[src/rtl/nx_fifo_wm.sv]
// Synchronous first-word-fall-through FIFO for arbitrary DEPTH.
// Provides threshold flags, a peak-occupancy watermark and registered underflow/overflow pulses.
module nx_fifo_wm #(
    parameter int DEPTH      = 6,
    parameter int WIDTH      = 128,
    parameter bit DATA_RESET = 1'b1,
    parameter int CW         = $clog2(DEPTH + 1)
) (
    input  logic             clk,
    input  logic             rst,
    input  logic             clear,
    input  logic             wen,
    input  logic [WIDTH-1:0] wdata,
    input  logic             ren,
    output logic [WIDTH-1:0] rdata,
    output logic             empty,
    output logic             full,
    input  logic [CW-1:0]    afull_thresh,
    input  logic [CW-1:0]    aempty_thresh,
    output logic             afull,
    output logic             aempty,
    output logic [CW-1:0]    used_slots,
    output logic [CW-1:0]    free_slots,
    output logic [CW-1:0]    max_used,
    input  logic             max_clr,
    output logic             underflow,
    output logic             overflow
);
    localparam int PW = $clog2(DEPTH);
    localparam logic [CW-1:0] DEPTH_C = CW'(DEPTH);

    logic [WIDTH-1:0] mem [DEPTH];
    logic [PW-1:0]    rptr, wptr;
    logic [CW-1:0]    used, used_next;
    logic             wr_ok, rd_ok;

    // DEPTH need not be a power of two, so wrap by explicit compare.
    function automatic logic [PW-1:0] ptr_inc(input logic [PW-1:0] p);
        return (p == PW'(DEPTH - 1)) ? '0 : p + 1'b1;
    endfunction

    assign empty      = (used == '0);
    assign full       = (used == DEPTH_C);
    assign afull      = (used >= afull_thresh);
    assign aempty     = (used <= aempty_thresh);
    assign used_slots = used;
    assign free_slots = DEPTH_C - used;
    assign rdata      = (DATA_RESET && empty) ? '0 : mem[rptr];

    always_comb begin
        wr_ok     = wen & (~full | ren);
        rd_ok     = ren & ~empty;
        used_next = clear ? '0 : used + CW'(wr_ok) - CW'(rd_ok);
    end

    always_ff @(posedge clk) begin
        if (rst) begin
            rptr      <= '0;
            wptr      <= '0;
            used      <= '0;
            max_used  <= '0;
            underflow <= 1'b0;
            overflow  <= 1'b0;
        end else begin
            used <= used_next;
            if (max_clr)
                max_used <= used_next;
            else if (used_next > max_used)
                max_used <= used_next;
            if (clear) begin
                rptr      <= '0;
                wptr      <= '0;
                underflow <= 1'b0;
                overflow  <= 1'b0;
            end else begin
                if (wr_ok) wptr <= ptr_inc(wptr);
                if (rd_ok) rptr <= ptr_inc(rptr);
                overflow  <= wen & full & ~ren;
                underflow <= ren & empty;
            end
        end
    end

    // Storage is deliberately left out of reset.
    always_ff @(posedge clk) begin
        if (!rst && !clear && wr_ok)
            mem[wptr] <= wdata;
    end
endmodule
[config.mk]
export PLATFORM = sky130hd
export DESIGN_NAME = nx_fifo_wm
export DESIGN_NICKNAME = d
export VERILOG_FILES = /design/src/rtl/nx_fifo_wm.sv
export SDC_FILE = /design/constraint.sdc
export NUM_CORES = 1
export LEC_CHECK = 0
export ABC_AREA = 1
export ABC_CLOCK_PERIOD_IN_PS = 30500
export CAP_MARGIN = 40
export CORE_MARGIN = 2
export CORE_UTILIZATION = 60
export DETAILED_ROUTE_END_ITERATION = 16
export HOLD_SLACK_MARGIN = 0.02
export PLACE_DENSITY = 0.92
export REMOVE_ABC_BUFFERS = 1
export SKIP_LAST_GASP = 1
export SYNTH_ARGS = -nofsm -noshare
export SYNTH_HDL_FRONTEND = slang
export SYNTH_SLANG_ARGS = --single-unit
[constraint.sdc]
create_clock -name clk -period 30.5 [get_ports clk]
set_input_delay 4.575 -clock clk [delete_from_list [all_inputs] [get_ports clk]]
set_output_delay 4.575 -clock clk [all_outputs]
set_load 0.005 [all_outputs]
* Word level (Yosys, flattened, before mapping)
Memories as Yosys holds them, arrays and structs flattened. A register that Yosys moved wholly into a read port is not among the register bits.
Index checks and enable logic that the tools add are counted.
** Word-level totals
- Memories :: 1
- Output and inout port bits :: 143
- Logic and storage cells :: 44
- Register bits :: 14
- RAM bits :: 768
- Bits of input ports :: 140
** Memory list
- mem :: words 6, bits a word 128, rd ports 1, clocked after memory_dff 1, write ports 1, line 32 : logic [WIDTH-1:0] mem [DEPTH];
** Operators by class
- Equality and inequality tests :: 3
- Reductions and logical operators :: 7
- Bitwise gates (word level) :: 9
- $lt $le $gt $ge :: 3
- $add $sub $neg :: 5
- Muxes and demuxes :: 10
** Operator list (number)
- 2-to-1 mux 128 bit :: 1
- 2-to-1 mux 3 bit :: 7
- equality test 3 bit, second input constant :: 3
- adder 3 x 1 -> 3 bit, second input constant :: 2
- AND 1 bit :: 5
- adder 3 x 1 -> 3 bit :: 1
- greater-or-equal comparator 3 bit :: 1
- greater-than comparator 3 bit :: 1
- <= comparator 3 bit :: 1
- logical NOT 3 bit :: 1
- NOT 1 bit :: 3
- subtractor 3 x 1 -> 3 bit :: 1
- subtractor 3 bit, first input constant :: 1
- logical AND 1 bit :: 2
- logical NOT 1 bit :: 2
- 2-to-1 mux 1 bit :: 2
- nonzero test 2 bit :: 1
- OR reduction 2 bit :: 1
- OR 1 bit :: 1

* Longest topological paths before layout
Gate-level depths: netlist (run 1).
- Depth after elaboration :: 10
- Gate-level depth with buffers :: 22

* Worst setup path before layout (run 1)
Ideal clock, no wire load.
- Kind :: input to register
- Start point :: input rst
- End point :: memory mem[4][0] (enable)
- Arrival time :: 13778 ps
- Data required time :: 29728 ps
- Stages on the path :: 5
- Path buffers :: 0
- Path slack :: 15950 ps
- Cells stage by stage :: nor2_1 -> inv_1 -> nor2_1 -> nand2_1 -> nor3_1
** On the way
- Word-level cells in the longest chain between the ends :: 5
** RTL lines
- from (decl) :: line 10 : input logic rst,
- logical NOT 1 bit :: line 86 : if (!rst && !clear && wr_ok)
- logical AND 1 bit (2 in a row) :: line 86
- 2-to-1 mux 1 bit :: line 86
- 2-to-1 mux 1 bit (implied by the code) :: line 87 : mem[wptr] <= wdata;
- to (decl) :: line 32
No other way between the ends.

* Worst setup path in the final report (run 1)
- Start point :: input aempty_thresh[2]
- End point :: output aempty
** On the way
- Word-level cells in the longest chain between the ends :: 1
** RTL lines
- from (decl) :: line 19 : input logic [CW-1:0] aempty_thresh,
- <= comparator 3 bit :: line 45 : assign aempty = (used <= aempty_thresh);
- to (decl) :: line 21 : output logic aempty,
No other way between the ends.

==> flow_metrics.env, run 1 <==
export IMPL_status="finished with violations"
export IMPL_failed_checks="slew limit"
export IMPL_vias=20800
export IMPL_cts_buffers=79
export IMPL_place_ws_ns=19.68
export IMPL_synth_edf_count=768
export IMPL_tritoncts="built"
export IMPL_ys_warn_count=0
export IMPL_grt_max_degree=281
export IMPL_grt_first_pass_wirelength_mm=110
export IMPL_timing_rr_end="max_used[2]"
export IMPL_seqPwrFrac=0.535
export IMPL_critPathBufInv=3
export IMPL_min_path_cells=2
export IMPL_antenna_found_initial=6
export IMPL_r2r_slack_ns=26.52
export IMPL_synth_seq_cells=785
export IMPL_r2r_start="used_slots[1]"
export IMPL_cts_num_sinks=785
export IMPL_final_setup_worst_slack_ns=19.61
export IMPL_p_int_mw=1.77
export IMPL_start_util=0.607
export IMPL_final_antenna_net_count=0
export IMPL_async_flop_share=0
export IMPL_peakVddDrop_mv=0.0473
export IMPL_io_pins=283
export IMPL_overflow=0
export IMPL_p_leak_nw=13.4
export IMPL_crit_path_start="aempty_thresh[2]"
export IMPL_synthCells=2599
export IMPL_slowest_delay_ns=0.49
export IMPL_cts_max_level=3
export IMPL_cts_hold_fix_buffers=0
export IMPL_syn_to_final_growth_pct=18.8
export IMPL_design_power_total_mw=2.24
export IMPL_timing_setup_tns_ns=0
export IMPL_drcViolationCount=0
export IMPL_p_per_area_mw_per_mm2=59.1
export IMPL_worstSetupEndpointType="output port"
export IMPL_ys_flop_type="edfxtp_1"
export IMPL_crit_top_cell="clkdlybuf4s50_1"
export IMPL_hold_class="reg -> reg"
export IMPL_crit_fanout=3
export IMPL_place_gp_congestion=0.771
export IMPL_post_cts_resized=0
export IMPL_rsz0062_at_grt="no"
export IMPL_syn_area_mm2=0.0319
export IMPL_yosysTopAreaCell="edfxtp_1"
export IMPL_yosysMostFrequentCell="edfxtp_1"
export IMPL_avgSynthCellArea_um2=12.3
export IMPL_routed_wl_mm=72.4
export IMPL_finalHoldViolCount=0
export IMPL_clk_latency_ns=0.62
export IMPL_coreArea_mm2=0.0526
export IMPL_grt_total_usage=0.262
export IMPL_wl_per_cell_um=20.2
export IMPL_die_x_um=235
export IMPL_first_iter_violations=2115
export IMPL_drt_pass1_iterations=6
export IMPL_seq_area_frac_synth=0.734
export IMPL_fin_nets=2995
export IMPL_rows=84
export IMPL_final_period_utilization=0.357
export IMPL_synth_top_cells_by_count="edfxtp_1 (768), nand2_1 (536), inv_1 (286)"
export IMPL_maxCapViolations=0
export IMPL_crit_path_end="aempty"
export IMPL_drv_slew=28
export IMPL_die_area_mm2=0.0550
export IMPL_tightest_slew_ns=1.50
export IMPL_max_freq_mhz=91.8
export IMPL_drive_gt1_frac=0.0544
export IMPL_critical_path_cell_chain="clkdlybuf4s50_1 > inv_1 > ha_1 > a21oi_1 > o21ai_0 > nand2_1 > clkdlybuf4s50_1"
export IMPL_crit_slowest_cell="clkdlybuf4s50_1"
export IMPL_pwr_share_clk=0.402
export IMPL_post_cts_buffers=0
export IMPL_cts_root_buf="clkbuf_16"
export IMPL_clock_skew_ns=0.0225
export IMPL_crit_type="in -> out"
export IMPL_p_sw_uw=467
export IMPL_ys_top_cells_by_area="edfxtp_1 (72%), nand2_1 (6.3%), o211ai_1 (6.0%)"
export IMPL_grt_pass1_vias=20800
export IMPL_arrival_ns=6.31
export IMPL_path_clk_slew_ns=0.06
export IMPL_startpoint_type="primary input"
export IMPL_cp_required_ns=25.93
export IMPL_power_share_switching=0.208
export IMPL_reg2reg_depth=22
export IMPL_synth_cell_types=24
export IMPL_via_per_inst=5.79
export IMPL_io_buffers=282
export IMPL_final_setup_viol_count=0
export IMPL_p_comb_frac=0.063
export IMPL_dp_hpwl_mm=39.6
export IMPL_slew_headroom=-0.00229
export IMPL_synth_top_cell_area_share=0.723
export IMPL_layout_min_cycle_time_ns=10.89
export IMPL_crit_family="buffers and inverters"
export IMPL_die_h_um=235
export IMPL_cp_num_cells=7
export IMPL_whs_ns=0.502
export IMPL_clock_path_buffers=3
[placed cells by master (no fill, tap or decap)]
| master | Yosys | final |
|---|---|---|
| clkinv_2 | 0 | 12 |
| o21ai_0 | 133 | 133 |
| ha_1 | 14 | 14 |
| inv_8 | 0 | 1 |
| nor3_2 | 0 | 2 |
| nor2_1 | 276 | 271 |
| edfxtp_1 | 768 | 768 |
| clkdlybuf4s50_1 | 0 | 282 |
| nand2_1 | 536 | 536 |
| clkbuf_16 | 0 | 81 |
| clkinv_4 | 0 | 1 |
| nand3_1 | 14 | 14 |
| xor2_1 | 1 | 1 |
| dfxtp_4 | 0 | 2 |
| clkinv_1 | 0 | 14 |
| buf_12 | 1 | 7 |
| o211ai_1 | 257 | 257 |
| dfxtp_1 | 17 | 15 |
| buf_4 | 4 | 15 |
| a21oi_1 | 124 | 124 |
| inv_6 | 0 | 6 |
| fa_1 | 1 | 1 |
| inv_1 | 286 | 285 |
| clkbuf_1 | 83 | 27 |
| bufinv_16 | 0 | 3 |
| xnor2_1 | 1 | 1 |
| nor4_1 | 1 | 1 |
| nor2_4 | 0 | 5 |
| diode_2 | 0 | 3 |
| buf_16 | 0 | 13 |
| a21oi_2 | 10 | 10 |
[cells by family (layout without fill, tap and decap cells)]
kind of cell,after synthesis,after routing,synth area share
flops,785,785,0.734
other cells,0,3,0
buf+inv,444,747,0.0577
xor+xnor,2,2,0.000549
compound gates,524,524,0.104
simple gates,829,829,0.0983
fa+ha+maj,15,15,0.00612
[worst min-delay path: cells and delay by family, from the launching register on]
kind	cells	cell delay, ns
AOI/OAI and AO/OA	1	0.06
and+or+nand+nor	1	0.07
DFF	1	0.32
[layer usage]
layer	share of wire	global-route usage	wire (µm)
met5	0.00050	0	36
met4	0.029	0.102	2120
met3	0.081	0.0509	5840
met2	0.52	0.459	37700
met1	0.37	0.322	26700
[sequential cells by signal (all words and copies together), names as in the netlist, named ones only]
| name | count |
|---|---|
| mem | 768 |
| max_used | 3 |
| rptr | 3 |
| used_slots | 3 |
| wptr | 3 |
| overflow | 1 |
| underflow | 1 |
[power groups by stage]
stage | registers, mW | clock network (mW) | logic, mW
after floorplan | 1.22 | 0 | 0.0520
after CTS | 1.20 | 0.911 | 0.141
after global placement | 1.22 | 0 | 0.132
final | 1.20 | 0.901 | 0.141
after detailed placement | 1.22 | 0 | 0.140
after global routing | 1.20 | 0.951 | 0.153
[how the worst min path moves through the flow]
stage,start,to,slack (ns)
after global placement,rptr[2],rptr[2],0.46
final,rptr[1],rptr[2],0.50
after CTS,rptr[1],rptr[2],0.51
after detailed placement,rptr[1],register,0.49
after floorplan,rptr[2],register,0.44
after global routing,rptr[1],rptr[2],0.54
[per-stage QoR]
stage	instance area, µm²	cells	utilization
6_report	37900	3593	0.721
5_1_grt	37900	3593	0.721
4_1_cts	37900	3590	0.721
3_5_place_dp	35500	3447	0.675
3_3_place_gp	35100	3431	0.667
2_1_floorplan	31100	2442	-
[final cells by class]
| cell class | instances | area, µm² |
|---|---|---|
| sequential | 785 | 23400 |
| fill | 3128 | 14700 |
| multi-input combinational | 1370 | 6700 |
| timing repair buffer | 317 | 3430 |
| clock buffer | 108 | 2130 |
| inverter | 287 | 1090 |
| tap | 688 | 861 |
| clock inverter | 35 | 255 |
| antenna | 3 | 7.51 |
Power figures use the tool's default switching activity.
==> run 2, diff against run 1 <==
ABC_CLOCK_PERIOD_IN_PS = 9500   (was 30500)
CORE_UTILIZATION = 52   (was 60)
PLACE_DENSITY = 0.85   (was 0.92)
clock period = 9.5 ns   (was 30.5 ns; I/O delays follow)
==> flow_metrics.env, run 2 (synthesis results as in run 1) <==
export IMPL_hold_class="reg -> reg"
export IMPL_final_common_cell="edfxtp_1"
export IMPL_p_sw_mw=1.53
export IMPL_vias=20400
export IMPL_min_path_cells=2
export IMPL_arrival_ns=3.73
export IMPL_pwr_share_clk=0.415
export IMPL_layout_min_cycle_time_ns=5.15
export IMPL_crit_slowest_cell="dfxtp_4"
export IMPL_crit_family="buffers and inverters"
export IMPL_final_period_utilization=0.542
export IMPL_r2r_start="used_slots[1]"
export IMPL_max_freq_mhz=194
export IMPL_overflow=0
export IMPL_slowest_delay_ns=0.65
export IMPL_die_x_um=252
export IMPL_fin_util=0.628
export IMPL_final_setup_viol_count=0
export IMPL_tritoncts="built"
export IMPL_via_per_inst=5.54
export IMPL_regMostFlops="mem"
export IMPL_grt_total_usage=0.227
export IMPL_io_buffers=282
export IMPL_grt_first_pass_wirelength_mm=112
export IMPL_rsz0062_at_grt="no"
export IMPL_crit_fanout=68
export IMPL_wl_per_cell_um=19.8
export IMPL_cts_buffers=79
export IMPL_seqPwrFrac=0.524
export IMPL_first_iter_violations=1970
export IMPL_final_cell_mix="edfxtp_1 (768), nand2_1 (536), inv_1 (285)"
export IMPL_grt_max_degree=233
export IMPL_clk_latency_ns=0.61
export IMPL_cts_root_buf="clkbuf_16"
export IMPL_r2r_slack_ns=4.67
export IMPL_die_h_um=252
export IMPL_die_area_mm2=0.0633
export IMPL_critical_path_cell_chain="buf_4 > buf_16 > buf_4 > o211ai_1 > nand2_1 > nand2_1 > a21oi_1 > clkdlybuf4s50_1"
export IMPL_dp_hpwl_mm=40.2
export IMPL_min_from="rptr[2]"
export IMPL_largest_register_ffs=768
export IMPL_syn_to_final_growth_pct=19.1
export IMPL_cts_max_level=3
export IMPL_crit_type="reg -> out"
export IMPL_critPathBufInv=4
export IMPL_antenna_found_initial=5
export IMPL_tightest_slew_ns=1.07
export IMPL_p_int_mw=5.80
export IMPL_reg2reg_depth=21
export IMPL_drcViolationCount=0
export IMPL_cts_num_sinks=785
export IMPL_cp_required_ns=8.08
export IMPL_clock_path_buffers=3
export IMPL_routed_wl_mm=73.0
export IMPL_hold_path_endpoint="rptr[2]"
export IMPL_status="finished clean"
export IMPL_grt_pass1_vias=20500
export IMPL_drive_gt1_frac=0.0556
export IMPL_start_util=0.527
export IMPL_fin_cells=3685
export IMPL_fin_nets=2993
export IMPL_post_cts_buffers=0
export IMPL_worstSetupEndpointType="output port"
export IMPL_dp_cells=3539
export IMPL_path_clk_slew_ns=0.06
export IMPL_place_gp_congestion=0.754
export IMPL_cts_hold_fix_buffers=0
export IMPL_final_setup_worst_slack_ns=4.35
export IMPL_rows=90
export IMPL_drv_slew=0
export IMPL_post_cts_resized=0
export IMPL_p_per_area_mw_per_mm2=193
export IMPL_maxCapViolations=0
export IMPL_drt_pass1_iterations=6
export IMPL_coreArea_mm2=0.0605
export IMPL_timing_setup_tns_ns=0
export IMPL_power_share_switching=0.209
export IMPL_timing_rr_end="max_used[0]"
export IMPL_p_leak_nw=13.4
export IMPL_p_comb_frac=0.061
export IMPL_finalHoldViolCount=0
export IMPL_final_antenna_net_count=0
export IMPL_io_pins=283
export IMPL_place_ws_ns=4.59
export IMPL_peakVddDrop_mv=0.166
export IMPL_startpoint_type="register"
export IMPL_fill_cells=4266
export IMPL_slew_headroom=0.286
export IMPL_clock_skew_ns=0.0180
## run 2: cell count changes in the layout (fill, tap and decap cells not counted), sizes merged
cell and delta:
buf -2, bufinv +4, clkbuf -5, clkinv +1
clkinvlp +2, diode +2, inv -4
## run 2: how the worst max path moves through the flow
| stage | start | cells past startpoint | slack [ns] | endpoint |
|---|---|---|---|---|
| 2_1_floorplan | rst | 5 | -1.90 | mem[4][0] |
| 4_1_cts | register | 8 | 4.26 | rdata[26] |
| 3_5_place_dp | rst | 8 | 4.59 | mem[4][64] |
| 5_1_grt | register | 8 | 4.13 | rdata[43] |
| 6_report | register | 8 | 4.35 | rdata[115] |
| 3_3_place_gp | rst | 8 | 4.61 | mem[4][1] |
## run 2: worst register-to-register path, delay by kind of cell (launching register included)
kind	cells	cell delay (ns)
AND/OR/NAND/NOR	9	1.56
flip-flops	1	0.39
adder cells (fa/ha/maj)	5	1.40
buffers and inverters	6	1.25
AO/OA/AOI/OAI	1	0.15
## run 2: through the flow
stage | hold WS [ns] | instance area (µm²) | total power [mW]
after detailed placement | 0.486 | 35500 | 4.36
after global routing | 0.522 | 38000 | 7.54
after CTS | 0.494 | 38000 | 7.38
after global placement | 0.458 | 35200 | 4.34
after floorplan | 0.444 | 31100 | 4.09
final | 0.487 | 38000 | 7.33
## run 2: final cells by class
cell class / count / area, µm² / share of cell area
sequential: 785 / 23400 / 0.616
tap: 782 / 978 / 0.0257
clock buffer: 103 / 2110 / 0.0555
timing repair buffer: 315 / 3280 / 0.0863
clock inverter: 38 / 422 / 0.0111
inverter: 287 / 1090 / 0.0287
multi-input combinational: 1370 / 6700 / 0.176
antenna: 5 / 12.5 / 0.000329
## run 2: power by group through the flow
stage / Clock (mW) / Sequential [mW] / Combinational, mW
2_1_floorplan: 0 / 3.93 / 0.167
3_3_place_gp: 0 / 3.91 / 0.426
3_5_place_dp: 0 / 3.92 / 0.446
4_1_cts: 3.09 / 3.84 / 0.450
5_1_grt: 3.21 / 3.84 / 0.485
6_report: 3.04 / 3.84 / 0.449
## run 2: routing by layer
layer | wire length [µm] | GRT usage
met1 | 28000 | 0.285
met4 | 1810 | 0.0759
met3 | 5520 | 0.0444
met5 | 44 | 0
met2 | 37600 | 0.397
